--- src/rtl/fnv_1a_stream.sv ---
// Streaming FNV-1a hash engine: multi-byte input beats, one octet hashed per cycle.
// Optional FNV_STREAM_MODE_EN adds a per-message `mode` input selecting FNV-1 instead of FNV-1a.
module fnv_1a_stream #(
  parameter int unsigned HASH_WIDTH = 32,
  parameter int unsigned IN_BYTES   = 1
) (
  input  logic                        clk,
  input  logic                        reset_n,
  input  logic [8*IN_BYTES-1:0]       in_data,
  input  logic                        in_valid,
  input  logic                        in_last,
  input  logic [$clog2(IN_BYTES):0]   in_nbytes,
`ifdef FNV_STREAM_MODE_EN
  input  logic                        mode,
`endif
  output logic                        in_ready,
  output logic [HASH_WIDTH-1:0]       hash_out,
  output logic                        hash_valid,
  input  logic                        hash_ready
);

  if (!(HASH_WIDTH == 32 || HASH_WIDTH == 64)) begin : g_bad_width
    $fatal(1, "fnv_1a_stream: HASH_WIDTH must be 32 or 64");
  end
  if (IN_BYTES < 1 || IN_BYTES > 4) begin : g_bad_bytes
    $fatal(1, "fnv_1a_stream: IN_BYTES must be in 1..4");
  end

  localparam int unsigned NBW = $clog2(IN_BYTES) + 1;
  localparam logic [NBW-1:0] INB = NBW'(IN_BYTES);
  localparam logic [63:0] BASIS_SEL = (HASH_WIDTH == 64) ? 64'hCBF2_9CE4_8422_2325
                                                         : 64'h0000_0000_811C_9DC5;
  localparam logic [63:0] PRIME_SEL = (HASH_WIDTH == 64) ? 64'h0000_0100_0000_01B3
                                                         : 64'h0000_0000_0100_0193;
  localparam logic [HASH_WIDTH-1:0] BASIS = BASIS_SEL[HASH_WIDTH-1:0];
  localparam logic [HASH_WIDTH-1:0] PRIME = PRIME_SEL[HASH_WIDTH-1:0];

  typedef enum logic [1:0] {IDLE, SHIFT, DONE} state_t;

  state_t                  state;
  logic [HASH_WIDTH-1:0]   h;
  logic [8*IN_BYTES-1:0]   shreg;
  logic [NBW-1:0]          cnt;
  logic                    last_q;
  logic                    accept;
  logic [NBW-1:0]          n;
  logic                    mode_acc;
  logic                    mode_sh;
  logic [HASH_WIDTH-1:0]   h_beat0;
  logic [HASH_WIDTH-1:0]   h_shift;

  function automatic logic [HASH_WIDTH-1:0] step(input logic [HASH_WIDTH-1:0] hv,
                                                 input logic [7:0] b,
                                                 input logic m);
    logic [HASH_WIDTH-1:0] bx;
    bx = {{(HASH_WIDTH-8){1'b0}}, b};
    if (m) return (hv * PRIME) ^ bx;
    else   return (hv ^ bx) * PRIME;
  endfunction

`ifdef FNV_STREAM_MODE_EN
  logic mode_q;
  logic in_msg;

  // The first beat of a message uses the live input; later beats and SHIFT bytes use the latched copy.
  assign mode_acc = in_msg ? mode_q : mode;
  assign mode_sh  = mode_q;

  always_ff @(posedge clk) begin
    if (!reset_n) begin
      mode_q <= 1'b0;
      in_msg <= 1'b0;
    end else if (accept) begin
      if (!in_msg) mode_q <= mode;
      in_msg <= !in_last;
    end
  end
`else
  assign mode_acc = 1'b0;
  assign mode_sh  = 1'b0;
`endif

  assign accept   = in_valid && in_ready;
  assign hash_out = h;
  assign h_beat0  = step(h, in_data[7:0], mode_acc);
  assign h_shift  = step(h, shreg[7:0], mode_sh);

  always_comb begin
    n = INB;
    if (in_last && (in_nbytes < INB)) n = in_nbytes;
  end

  always_ff @(posedge clk) begin
    if (!reset_n) begin
      state      <= IDLE;
      h          <= BASIS;
      shreg      <= '0;
      cnt        <= '0;
      last_q     <= 1'b0;
      in_ready   <= 1'b1;
      hash_valid <= 1'b0;
    end else begin
      case (state)
        IDLE: begin
          if (accept) begin
            if (n != '0) h <= h_beat0;
            shreg  <= in_data >> 8;
            cnt    <= (n != '0) ? n - 1'b1 : '0;
            last_q <= in_last;
            if (n > NBW'(1)) begin
              state    <= SHIFT;
              in_ready <= 1'b0;
            end else if (in_last) begin
              state      <= DONE;
              in_ready   <= 1'b0;
              hash_valid <= 1'b1;
            end
          end
        end
        SHIFT: begin
          h     <= h_shift;
          shreg <= shreg >> 8;
          cnt   <= cnt - 1'b1;
          if (cnt == NBW'(1)) begin
            if (last_q) begin
              state      <= DONE;
              hash_valid <= 1'b1;
            end else begin
              state    <= IDLE;
              in_ready <= 1'b1;
            end
          end
        end
        DONE: begin
          if (hash_ready) begin
            h          <= BASIS;
            state      <= IDLE;
            in_ready   <= 1'b1;
            hash_valid <= 1'b0;
          end
        end
        default: begin
          state      <= IDLE;
          in_ready   <= 1'b1;
          hash_valid <= 1'b0;
        end
      endcase
    end
  end

endmodule

--- config.mk ---
export PLATFORM = sky130hd
export DESIGN_NAME = fnv_1a_stream
export DESIGN_NICKNAME = d
export VERILOG_FILES = /design/src/rtl/fnv_1a_stream.sv
export SDC_FILE = /design/constraint.sdc
export NUM_CORES = 1
export LEC_CHECK = 0
export CAP_MARGIN = 15
export CORE_UTILIZATION = 35
export DETAILED_ROUTE_END_ITERATION = 12
export PLACE_DENSITY = 0.64
export SETUP_SLACK_MARGIN = 0.5
export SKIP_CTS_REPAIR_TIMING = 1
export SYNTH_ARGS = -nofsm -noshare
export SYNTH_HDL_FRONTEND = slang
export SYNTH_SLANG_ARGS = --single-unit
export TNS_END_PERCENT = 100
--- constraint.sdc ---
create_clock -name clk -period 20.3 [get_ports clk]
set_input_delay 5.075 -clock clk [delete_from_list [all_inputs] [get_ports clk]]
set_output_delay 5.075 -clock clk [all_outputs]
set_load 0.005 [all_outputs]
==> metrics.cfg, run 1 <==
[logic_synthesis]
seq_area_frac_synth=0.101
synth_edf_count=0
synth_area_mm2=0.00696
synth_seq_cells=35
synth_flop_cell=dfxtp_1
yosysUniqueCellTypes=56
yosysWarnings=0
avgSynthCellArea_um2=9.07
async_flop_share=0
syn_inst=768
syn-num-nets=1038

[timing]
fmax_mhz=91.0
drv_slew=0
slew_headroom=0.365
worst_slew_pin_slew_ns=0.949
setup_viol=0
fin_crit_sh=0.541
final-hold-violation-count=0
tns_ns=0
rsz0062_at_grt=no
fin_skew_ns=0.00190
layout_min_cycle_time_ns=10.98

[layout]
mostFrequentLayoutCells=inv_1, ha_1, fa_1
n_antenna_cell=0
nets=1086
fillCellCount=1932
final_common_cell=inv_1
drive_gt1_frac=0.0257
area_growth_pct=13.3

[worst_setup_path]
worst-endpoint-required_ns=20.48
reg2reg_slack_ns=14.19
cp_slowest_stage_delay_ns=0.75
crit_type=primary input to flip-flop
end_kind=flip-flop
critPathTopFamily=adder cells
crit_arrival_ns=11.17
crit_cells=19
rr_worst_depth=18
path_cells=clkdlybuf4s50_1, xor2_1, ha_1, ha_1, fa_1, ha_1, fa_1, ha_1, inv_1, fa_1, inv_1, ha_1, a21o_1, a2111oi_0, o21a_1, o31a_4, nor3_1, or3_1, a32o_1
cpMaxStageDelayCell=xor2_1
start_kind=primary input
crit_fanout=7
critical_path.most_common_cell=ha_1
path_buf_inv=3

[status]
status=finished clean

[clock_network]
clockRootBuffer=clkbuf_16
clk_pin_slew_ns=0.06
clkLatencyLatePin_ns=0.29
cts_tree=done
clock-sinks=35
h-tree-depth=2
cts-buffers-inserted=5
clk_path_buf_depth=2

[routing]
antenna_left=0
detail_route.wl_per_cell_um=15.0
drcViolationCount=0
vias=5146
drt_pass1_iterations=5
viasPerCell=4.76
wirelength_um=16300
drtIter0Drc=240

[grt]
grt_max_degree=24
grt_pass1_vias=5295
gr-usage-all-layers=0.171
grt_pass1_wl_um=26700
antenna_found_initial=1
overflow=0

[die]
die_h_um=143
die_area_mm2=0.0205
coreArea_mm2=0.0195
start_util=0.358
rows=51
die_width_um=143
io_pins=48

[min_path]
holdPathStages=2
hold_class=flip-flop to flip-flop

[placed_design]
dpl.hpwl_um=13500
port_buffers=47
gp_congestion=0.864

[job]
cap_violations=0

## cell type report
| cell class | instances | area [um2] | share of cell area |
|---|---|---|---|
| Sequential cell | 35 | 701 | 0.0888 |
| Tap cell | 265 | 332 | 0.0420 |
| Inverter | 202 | 758 | 0.0961 |
| Timing Repair Buffer | 49 | 485 | 0.0615 |
| Clock inverter | 2 | 12.5 | 0.00159 |
| Clock buffer | 6 | 129 | 0.0163 |
| Multi-Input combinational cell | 523 | 5470 | 0.694 |
## final timing paths
check	from	to
hold reg to reg	hash_out[2]$_SDFFE_PN1P_	hash_out[2]$_SDFFE_PN1P_
setup reg to reg	hash_out[7]$_SDFFE_PN1P_	hash_out[30]$_SDFFE_PN0P_
hold / removal	hash_out[2]$_SDFFE_PN1P_	hash_out[2]$_SDFFE_PN1P_
setup / recovery	in_data[7]	hash_out[30]$_SDFFE_PN0P_
## layer usage
layer  GRT usage  up-vias  wire [um]
li1            -     2559          -
met1       0.232     2461       7850
met2       0.285      103       7420
met3      0.0168       21        691
met4      0.0504        2        304
met5           0        -         13
## tightest hold or removal path, cell delays in order, from the launching register on
cell and delay, ns:
dfxtp_1 0.36, o22ai_1 0.08, nand2_1 0.06
## cells by family after synthesis
group	after synthesis	synth area share
multiplexers	3	0.00431
AND/OR/NAND/NOR	112	0.0819
AO/OA/AOI/OAI	101	0.0960
XOR/XNOR	51	0.0642
adder cells (fa/ha/maj)	256	0.540
flip-flops	35	0.101
buffers and inverters	210	0.113
## flip-flops by register name, summed over array words and instances, names as in the netlist
register    cells
hash_out       32
in_ready        1
state           1
hash_valid      1
## through the flow
step	utilization	cell area, um2	hold WS, ns	setup WS [ns]	instances
final	0.405	7890	0.532	9.32	1082
after global routing	0.405	7890	0.564	8.95	1082
after CTS	0.405	7890	0.535	9.29	1082
after detailed placement	0.398	7750	0.519	8.99	1074
after global placement	0.398	7750	0.521	9.09	1074
after floorplan	-	6960	0.487	10.14	768
## cells in the mapped netlist, drive strengths merged, types with 7 or more instances
| master | number | area [um2] |
|---|---|---|
| fa | 74 | 1480 |
| a21oi | 27 | 143 |
| clkbuf | 8 | 30.0 |
| xor2 | 18 | 158 |
| xnor2 | 33 | 289 |
| nor2b | 11 | 68.8 |
| ha | 182 | 2280 |
| o21ai | 26 | 130 |
| nand2 | 42 | 158 |
| inv | 202 | 758 |
| a22oi | 7 | 52.6 |
| dfxtp | 35 | 701 |
| nor2 | 19 | 71.3 |
| o22ai | 8 | 50.1 |
Power of run 1 is not shown: default switching activity piles up to over one toggle a cycle in this logic, so the estimate is an artifact.
==> inputs of run 2 (changes only) <==
Clock period 20.3 ns to 11.1 ns, I/O delays scaled along.
==> run 2 against run 1 <==
Sequential share of layout area fell by 0.062 points. Worst setup slack worse by 7.0 ns. Global-route usage rose by 0.15 points. Via count rose by 0.54%. Count of clock-buffer cells in the layout is the same. Critical path depth up 1. Critical path type unchanged.
==> metrics.cfg, run 2 (synthesis gave the netlist of run 1 again) <==
[clock_network]
clkLatencyLatePin_ns=0.28
cts-buffers-inserted=5
clock-sinks=35
clk_path_buf_depth=2
h-tree-depth=2
cts_tree=done
clockRootBuffer=clkbuf_16
clk_pin_slew_ns=0.06

[routing]
vias=5174
drtIter0Drc=296
antenna_left=0
viasPerCell=4.78
drt_pass1_iterations=4
detail_route.wl_per_cell_um=15.1
drcViolationCount=0
wirelength_um=16300

[min_path]
hold_class=flip-flop to flip-flop

[worst_setup_path]
worst-endpoint-required_ns=11.25
end_kind=flip-flop
crit_fanout=7
crit_arrival_ns=8.92
crit_type=primary input to flip-flop
start_kind=primary input

[timing]
setup_viol=0
drv_slew=0
tns_ns=0
worst_slew_pin_slew_ns=1.01
fin_crit_sh=0.790
rsz0062_at_grt=no
final-hold-violation-count=0
fmax_mhz=114
layout_min_cycle_time_ns=8.77
fin_skew_ns=0.00386
slew_headroom=0.327

[layout]
largest_register_ff_count=32
final_cells=1083
multiInputGateArea_mm2=0.00547
seq_area_um2=701
n_antenna_cell=0
nets=1087
drive_gt1_frac=0.0269
mostFrequentLayoutCells=inv_1, ha_1, fa_1
fillCellCount=1957
area_growth_pct=14.1
final_common_cell=inv_1

[grt]
use_met3=0.0131
antenna_found_initial=0
gr-usage-all-layers=0.172
grt_pass1_wl_um=26900
grt_use_met2=0.300
grt_pass1_vias=5278
grt_util_met1=0.236
overflow=0
grt_max_degree=24
top_usage_layer=met2

[die]
die_area_mm2=0.0205
die_h_um=143
rows=51
start_util=0.358
io_pins=48
die_width_um=143
coreArea_mm2=0.0195

[status]
status=finished clean

[placed_design]
dp.cells=1075
dpl.hpwl_um=13400
gp_congestion=0.862
port_buffers=47

[job]
cap_violations=0

## run 2: per-stage QoR
stage / util / hold slack, ns / instance area, um2 / setup WS, ns
after detailed placement: 0.399 / 0.530 / 7760 / 2.04
after CTS: 0.408 / 0.543 / 7950 / 2.33
after global routing: 0.408 / 0.569 / 7950 / 2.01
after floorplan: - / 0.487 / 6960 / 3.24
after global placement: 0.399 / 0.521 / 7760 / 2.19
final: 0.408 / 0.539 / 7950 / 2.33
## run 2: final cells by class
| cell class | count | share of cell area |
|---|---|---|
| Clock buffer | 6 | 0.0162 |
| Clock inverter | 2 | 0.00756 |
| Inverter | 202 | 0.0954 |
| Multi-Input combinational cell | 523 | 0.689 |
| Sequential cell | 35 | 0.0882 |
| Tap cell | 265 | 0.0417 |
| Timing Repair Buffer | 50 | 0.0620 |
## run 2: path summary, 6_finish.rpt
| path | startpoint | end | slack [ns] | depth (start not counted) |
|---|---|---|---|---|
| setup / recovery | in_data[7] | hash_out[23]$_SDFFE_PN0P_ | 2.33 | 20 |
| hold / removal | hash_out[2]$_SDFFE_PN1P_ | hash_out[2]$_SDFFE_PN1P_ | 0.54 | 2 |
| setup reg to reg | hash_out[7]$_SDFFE_PN1P_ | hash_out[23]$_SDFFE_PN0P_ | 4.91 | 19 |
| hold reg to reg | hash_out[2]$_SDFFE_PN1P_ | hash_out[2]$_SDFFE_PN1P_ | 0.54 | 2 |
## run 2: worst max-delay path, cell delays in order
cell             delay (ns)
clkdlybuf4s50_1        0.47
xor2_1                 0.79
ha_1                   0.38
ha_1                   0.30
fa_1                   0.48
ha_1                   0.22
fa_1                   0.48
ha_1                   0.29
inv_1                  0.05
fa_1                   0.53
inv_1                  0.04
ha_1                   0.37
nand4_1                0.27
o21ai_0                0.12
a211oi_1               0.31
or3b_1                 0.43
a31o_1                 0.24
a21oi_2                0.14
xor2_1                 0.16
o21ai_1                0.08
## run 2: routing by layer
layer / wire length (um) / vias up
met5: 0 / -
met4: 163 / 0
met3: 791 / 14
met2: 7620 / 101
met1: 7730 / 2486
li1: - / 2573
Power of run 2 is left out for the same reason.
